$ cat config.mk
export PLATFORM = sky130hd
export DESIGN_NAME = conv_encoder_tx
export DESIGN_NICKNAME = d
export VERILOG_FILES = /design/src/rtl/conv_encoder_tx.sv
export SDC_FILE = /design/constraint.sdc
export NUM_CORES = 1
export LEC_CHECK = 0
export CAP_MARGIN = 20
export CORE_ASPECT_RATIO = 1.1
export CORE_UTILIZATION = 40
export CTS_CLUSTER_DIAMETER = 30
export DETAILED_ROUTE_END_ITERATION = 7
export GPL_TIMING_DRIVEN = 0
export SLEW_MARGIN = 20
export SYNTH_ARGS = -nofsm -noshare
export SYNTH_HDL_FRONTEND = slang
export SYNTH_SLANG_ARGS = --single-unit
$ cat constraint.sdc
create_clock -name clk -period 2.8 [get_ports clk]
set_input_delay 0.56 -clock clk [delete_from_list [all_inputs] [get_ports clk]]
set_output_delay 0.56 -clock clk [all_outputs]
set_load 0.005 [all_outputs]
$ cat src/rtl/conv_encoder_tx.sv
// conv_encoder_tx: rate-1/2 convolutional encoder, K = 3..6, sitting between UART RX and TX.
// Each accepted byte is encoded MSB-first over 8 cycles. Each 2-bit symbol is streamed out
// locally and also packed into two bytes, which are then handed to the UART transmitter.
// Ports:
//   clk, rst (sync, active-high)
//   data_in/data_valid       byte strobe from the receiver; dropped with an overrun pulse when busy
//   choose_constraint_length K select, latched at accept; illegal values fall back to K=3
//   clear_state              zeroes the encoder history while idle
//   tx_busy                  transmitter busy flag
//   encoded_bits/encoded_valid  per-bit symbol {g0 parity, g1 parity}
//   tx_data/tx_start         byte and one-cycle request to the transmitter
//   ready, overrun           idle indication and dropped-byte pulse
module conv_encoder_tx (
   input  logic       clk,
   input  logic       rst,
   input  logic [7:0] data_in,
   input  logic       data_valid,
   input  logic [2:0] choose_constraint_length,
   input  logic       clear_state,
   input  logic       tx_busy,
   output logic [1:0] encoded_bits,
   output logic       encoded_valid,
   output logic [7:0] tx_data,
   output logic       tx_start,
   output logic       ready,
   output logic       overrun
);

   localparam logic [2:0] ST_IDLE = 3'd0;
   localparam logic [2:0] ST_ENC  = 3'd1;
   localparam logic [2:0] ST_TX0  = 3'd2;
   localparam logic [2:0] ST_G0   = 3'd3;  // guard cycle while tx_busy catches up
   localparam logic [2:0] ST_W0   = 3'd4;
   localparam logic [2:0] ST_TX1  = 3'd5;
   localparam logic [2:0] ST_G1   = 3'd6;
   localparam logic [2:0] ST_W1   = 3'd7;

   logic [2:0]  state_q, state_d;
   logic [4:0]  s_q, s_d;
   logic [7:0]  byte_q, byte_d;
   logic [1:0]  ksel_q, ksel_d;
   logic [2:0]  cnt_q, cnt_d;
   logic [15:0] pack_q, pack_d;
   logic [1:0]  sym_q, sym_d;
   logic        sym_vld_q, sym_vld_d;
   logic [7:0]  tx_data_q, tx_data_d;
   logic        tx_start_q, tx_start_d;
   logic        overrun_q, overrun_d;

   logic        in_bit;
   logic [5:0]  win;
   logic [5:0]  g0, g1;
   logic [1:0]  sym;
   logic [1:0]  ksel_in;

   // Bit 7-i is encoded in cycle i.
   assign in_bit = byte_q[3'd7 - cnt_q];

   // Window is left-aligned: bit 5 = current input, bit 4 = s[0], and so on.
   // The polynomials are left-aligned to match, so history bits above K-2 hit zero taps.
   assign win = {in_bit, s_q[0], s_q[1], s_q[2], s_q[3], s_q[4]};

   always_comb begin
      g0 = 6'b111000;
      g1 = 6'b101000;
      case (ksel_q)
         2'd1:    begin g0 = 6'b111100; g1 = 6'b110100; end   // 17 / 15
         2'd2:    begin g0 = 6'b100110; g1 = 6'b111010; end   // 23 / 35
         2'd3:    begin g0 = 6'b101011; g1 = 6'b111101; end   // 53 / 75
         default: begin g0 = 6'b111000; g1 = 6'b101000; end   // 7 / 5
      endcase
   end

   assign sym = {^(g0 & win), ^(g1 & win)};

   always_comb begin
      case (choose_constraint_length)
         3'd4:    ksel_in = 2'd1;
         3'd5:    ksel_in = 2'd2;
         3'd6:    ksel_in = 2'd3;
         default: ksel_in = 2'd0;
      endcase
   end

   always_comb begin
      state_d    = state_q;
      s_d        = s_q;
      byte_d     = byte_q;
      ksel_d     = ksel_q;
      cnt_d      = cnt_q;
      pack_d     = pack_q;
      sym_d      = sym_q;
      sym_vld_d  = 1'b0;
      tx_data_d  = tx_data_q;
      tx_start_d = 1'b0;
      overrun_d  = data_valid && (state_q != ST_IDLE);
      case (state_q)
         ST_IDLE: begin
            // Clear takes effect before a same-cycle accept: the byte encodes from zero.
            if (clear_state) s_d = 5'd0;
            if (data_valid) begin
               byte_d  = data_in;
               ksel_d  = ksel_in;
               cnt_d   = 3'd0;
               state_d = ST_ENC;
            end
         end
         ST_ENC: begin
            sym_d     = sym;
            sym_vld_d = 1'b1;
            pack_d[{~cnt_q, 1'b0} +: 2] = sym;
            s_d       = {s_q[3:0], in_bit};
            cnt_d     = cnt_q + 3'd1;
            if (cnt_q == 3'd7) state_d = ST_TX0;
         end
         ST_TX0: begin
            if (!tx_busy) begin
               tx_data_d  = pack_q[15:8];
               tx_start_d = 1'b1;
               state_d    = ST_G0;
            end
         end
         ST_G0: state_d = ST_W0;
         ST_W0: if (!tx_busy) state_d = ST_TX1;
         ST_TX1: begin
            if (!tx_busy) begin
               tx_data_d  = pack_q[7:0];
               tx_start_d = 1'b1;
               state_d    = ST_G1;
            end
         end
         ST_G1: state_d = ST_W1;
         ST_W1: if (!tx_busy) state_d = ST_IDLE;
         default: state_d = ST_IDLE;
      endcase
   end

   always_ff @(posedge clk) begin
      if (rst) begin
         state_q    <= ST_IDLE;
         s_q        <= 5'd0;
         byte_q     <= 8'd0;
         ksel_q     <= 2'd0;
         cnt_q      <= 3'd0;
         pack_q     <= 16'd0;
         sym_q      <= 2'd0;
         sym_vld_q  <= 1'b0;
         tx_data_q  <= 8'd0;
         tx_start_q <= 1'b0;
         overrun_q  <= 1'b0;
      end else begin
         state_q    <= state_d;
         s_q        <= s_d;
         byte_q     <= byte_d;
         ksel_q     <= ksel_d;
         cnt_q      <= cnt_d;
         pack_q     <= pack_d;
         sym_q      <= sym_d;
         sym_vld_q  <= sym_vld_d;
         tx_data_q  <= tx_data_d;
         tx_start_q <= tx_start_d;
         overrun_q  <= overrun_d;
      end
   end

   assign encoded_bits  = sym_q;
   assign encoded_valid = sym_vld_q;
   assign tx_data       = tx_data_q;
   assign tx_start      = tx_start_q;
   assign overrun       = overrun_q;
   assign ready         = (state_q == ST_IDLE);

endmodule

==> results_dict.tcl, run 1 <==
set metrics [dict create \
    fmax_ghz 0.387 \
    synth_fa_ha_area_share_pct 3.53 \
    reg2reg_depth 8 \
    yosysUniqueCellTypes 40 \
    crit_arrival_ps 2020 \
    yosys_warnings 0 \
    drc 0 \
    holdCritStartpoint "byte_q[2]$_SDFFE_PP0P_" \
    cts.sinks 50 \
    dp_hpwl_um 3980 \
    leakage_nw 1.05 \
    worstSetupEndpointType "primary output" \
    synth_edf_count 0 \
    clk_path_buf_depth 2 \
    gp_congestion 0.800 \
    holdCritPathClass "register to register" \
    fin_crit_sh_pct 92.3 \
    first_iter_violations 135 \
    clk_pin_slew_worst_paths_ps 90 \
    dieArea_um2 6520 \
    postCtsSetupBuffers 0 \
    finalHoldViolCount 0 \
    postSynth.asyncResetShare_pct 0 \
    cp_top_family "buffers and inverters" \
    synth_compound_area_share_pct 18.0 \
    postSynthAreaPerCell_um2 8.47 \
    syn_area_um2 2480 \
    power_density_nw_per_um2 474 \
    muxShareOfSynthArea_pct 4.84 \
    ctsHoldBuffers 0 \
    wl_per_cell_um 13.8 \
    cp.buffers_inverters 2 \
    min_path_cells 2 \
    setup_tns_ps 0 \
    seq_area_frac_synth_pct 40.3 \
    hold_path_end "byte_q[2]$_SDFFE_PP0P_" \
    critPathKind "register to primary output" \
    nNetsFinal 351 \
    fillers 598 \
    grt-ovfl-total 0 \
    initial_utilization_pct 42.2 \
    track_usage_pct 18.3 \
    cts-resized-gates 0 \
    routed_wl_um 5590 \
    viasPerCell 5.39 \
    dieHeight_um 84.6 \
    drive_above_1_share_pct 3.95 \
    syn_inst 293 \
    synth_seq_cells 50 \
    cts-root-buf "clkbuf_8" \
    syn_nets 316 \
    clock_latency_ps 300 \
    setup_violations 0 \
    area_growth_pct 19.7 \
    synth_top_family_by_area "simple AND/OR/NAND/NOR gates" \
    critPathRequiredTime_ps 2240 \
    die_w_um 77.1 \
    r2r_start "cnt_q[1]$_SDFFE_PP0P_" \
    antenna_found_initial 0 \
    status "complete, no violations" \
    io-pin-count 30 \
    antennaDiodeCount 0 \
    slew_viol_final 0 \
    num_rows 29 \
    htree_levels 2 \
    max_stage_delay_ps 630 \
    synth_ff_type "dfxtp_1" \
    rrSetupSlack_ps 510 \
    path_cells "clkbuf_1 > nor3_1 > clkdlybuf4s50_1" \
    grt_max_degree 15 \
    coreArea_um2 5880 \
    first_global_vias 1976 \
    portBuffers 28 \
    skew_ps 4.99 \
    drt_first_pass_iters 4 \
    cap_violations 0 \
    vias 2187 \
    path_max_fanout 10 \
    cp-start-kind "register" \
    period_minus_slack_ps 2580 \
    synth_xor_area_share_pct 3.08 \
    tritoncts "built" \
    grt_pass1_wl_um 9630 \
    whs_ps 459 \
    rr_endpoint "pack_q[0]$_SDFFE_PP0P_" \
    ir_drop_mv 0.184 \
    worstMarginPinSlew_ps 795 \
    ant_nets 0 \
    slew-limit-headroom_pct 46.3 \
    rsz0062_at_grt "false" \
    slowest_stage "clkdlybuf4s50_1" \
    numCtsBuffers 5 \
    synth-simple-area-share_pct 26.3 \
]
synth_stat cells, types with 9 or more instances:
cell | number | share of area (%)
nand4_1 | 12 | 3.0
nor2_1 | 36 | 5.4
dfxtp_1 | 50 | 40
nand3b_1 | 9 | 2.7
nand3_1 | 11 | 2.2
clkbuf_1 | 14 | 2.1
a211oi_1 | 17 | 5.1
mux2i_1 | 12 | 4.8
a21oi_1 | 21 | 4.2
nand2_1 | 31 | 4.7
o211ai_1 | 9 | 2.7
power breakdown:
group	switching [mW]	internal, mW	total [mW]
clock network	0.230	0.268	0.498
logic	0.100	0.0707	0.171
registers	0.0114	0.729	0.740
how the worst max path moves through the flow:
stage / depth (start not counted) / endpoint / slack (ps) / start
floorplan: 7 / pack_q[1]$_SDFFE_PP0P_ / 630 / cnt_q[1]$_SDFFE_PP0P_
global placement: 8 / pack_q[10]$_SDFFE_PP0P_ / 210 / cnt_q[1]$_SDFFE_PP0P_
detailed placement: 8 / pack_q[10]$_SDFFE_PP0P_ / 170 / cnt_q[1]$_SDFFE_PP0P_
CTS: 8 / pack_q[0]$_SDFFE_PP0P_ / 140 / cnt_q[1]$_SDFFE_PP0P_
global route: 3 / ready / 60 / state_q[2]$_SDFFE_PP0P_
finish: 3 / ready / 220 / state_q[2]$_SDFFE_PP0P_
kinds of logic (layout without fill, tap and decap cells):
family | Yosys count | after routing
buf+inv | 24 | 60
simple gates | 129 | 129
mux | 12 | 12
xor+xnor | 7 | 7
fa+ha+maj | 7 | 7
compound gates | 64 | 64
flops | 50 | 50
worst min-delay path, delay by kind of cell (launching register included):
| family | cells | cell delay (ps) |
|---|---|---|
| AO/OA/AOI/OAI | 1 | 50 |
| AND/OR/NAND/NOR | 1 | 50 |
| flip-flops | 1 | 320 |
per-layer routing:
metal	part of all wire, %	vias to the layer above	global-route usage (%)	wire, µm
li1	-	1134	-	-
met3	4.4	4	3.48	247
met5	0	-	0	0
met4	0.68	0	4.12	38
met2	47	59	30.0	2640
met1	48	990	24.8	2660
cell usage in the layout (no fill, tap or decap), types with 2 or more instances in the layout:
| master | Yosys | final |
|---|---|---|
| nand2b_1 | 3 | 3 |
| and2_1 | 2 | 2 |
| clkbuf_8 | 0 | 5 |
| o21ai_0 | 3 | 3 |
| clkbuf_1 | 14 | 16 |
| nand2_1 | 31 | 31 |
| o311ai_0 | 4 | 4 |
| a21oi_1 | 21 | 21 |
| nor3_1 | 7 | 7 |
| dfxtp_1 | 50 | 50 |
| inv_1 | 6 | 6 |
| xnor2_1 | 4 | 4 |
| nand3_1 | 11 | 11 |
| xor2_1 | 2 | 2 |
| and4_1 | 2 | 2 |
| ha_1 | 7 | 7 |
| o211ai_1 | 9 | 9 |
| a211oi_1 | 17 | 17 |
| clkdlybuf4s50_1 | 0 | 28 |
| nand3b_1 | 9 | 9 |
| nor2b_1 | 7 | 7 |
| nand4_1 | 12 | 12 |
| a22o_1 | 6 | 6 |
| mux2i_1 | 12 | 12 |
| nor2_1 | 36 | 36 |
| buf_1 | 2 | 2 |
sequential cells by signal, indices dropped and copies added (netlist names):
signal         flops
tx_start           1
state_q            3
tx_data            8
encoded_valid      1
overrun            1
ksel_q             2
cnt_q              3
pack_q            16
encoded_bits       2
s_q                5
byte_q             8
final cells by class:
cell class,instances,area [µm²],area share (%)
multi-input combinational,219,1390,46.7
sequential,50,1000,33.7
inverter,6,22.5,0.758
clock buffer,7,76.3,2.57
timing repair buffer,28,280,9.44
clock inverter,1,30.0,1.01
buffer,18,76.3,2.57
tap,77,96.3,3.24
through the flow:
stage	util, %	total power [mW]	setup WS (ps)	std cells	instance area (µm²)
5_1_grt	50.5	1.48	62.2	406	2970
3_5_place_dp	48.6	0.927	174	398	2860
3_3_place_gp	48.6	0.926	214	398	2860
2_1_floorplan	-	0.863	627	293	2480
4_1_cts	50.4	1.43	137	406	2960
6_report	50.5	1.41	217	406	2970
No activity file was read; power rests on OpenSTA's default activity.
==> run 2, diff against run 1 <==
ABC_CLOCK_PERIOD_IN_PS = 2800   (was default)
==> results of run 2 <==
The final DEF is identical to that of run 1; final timing and power are the same.
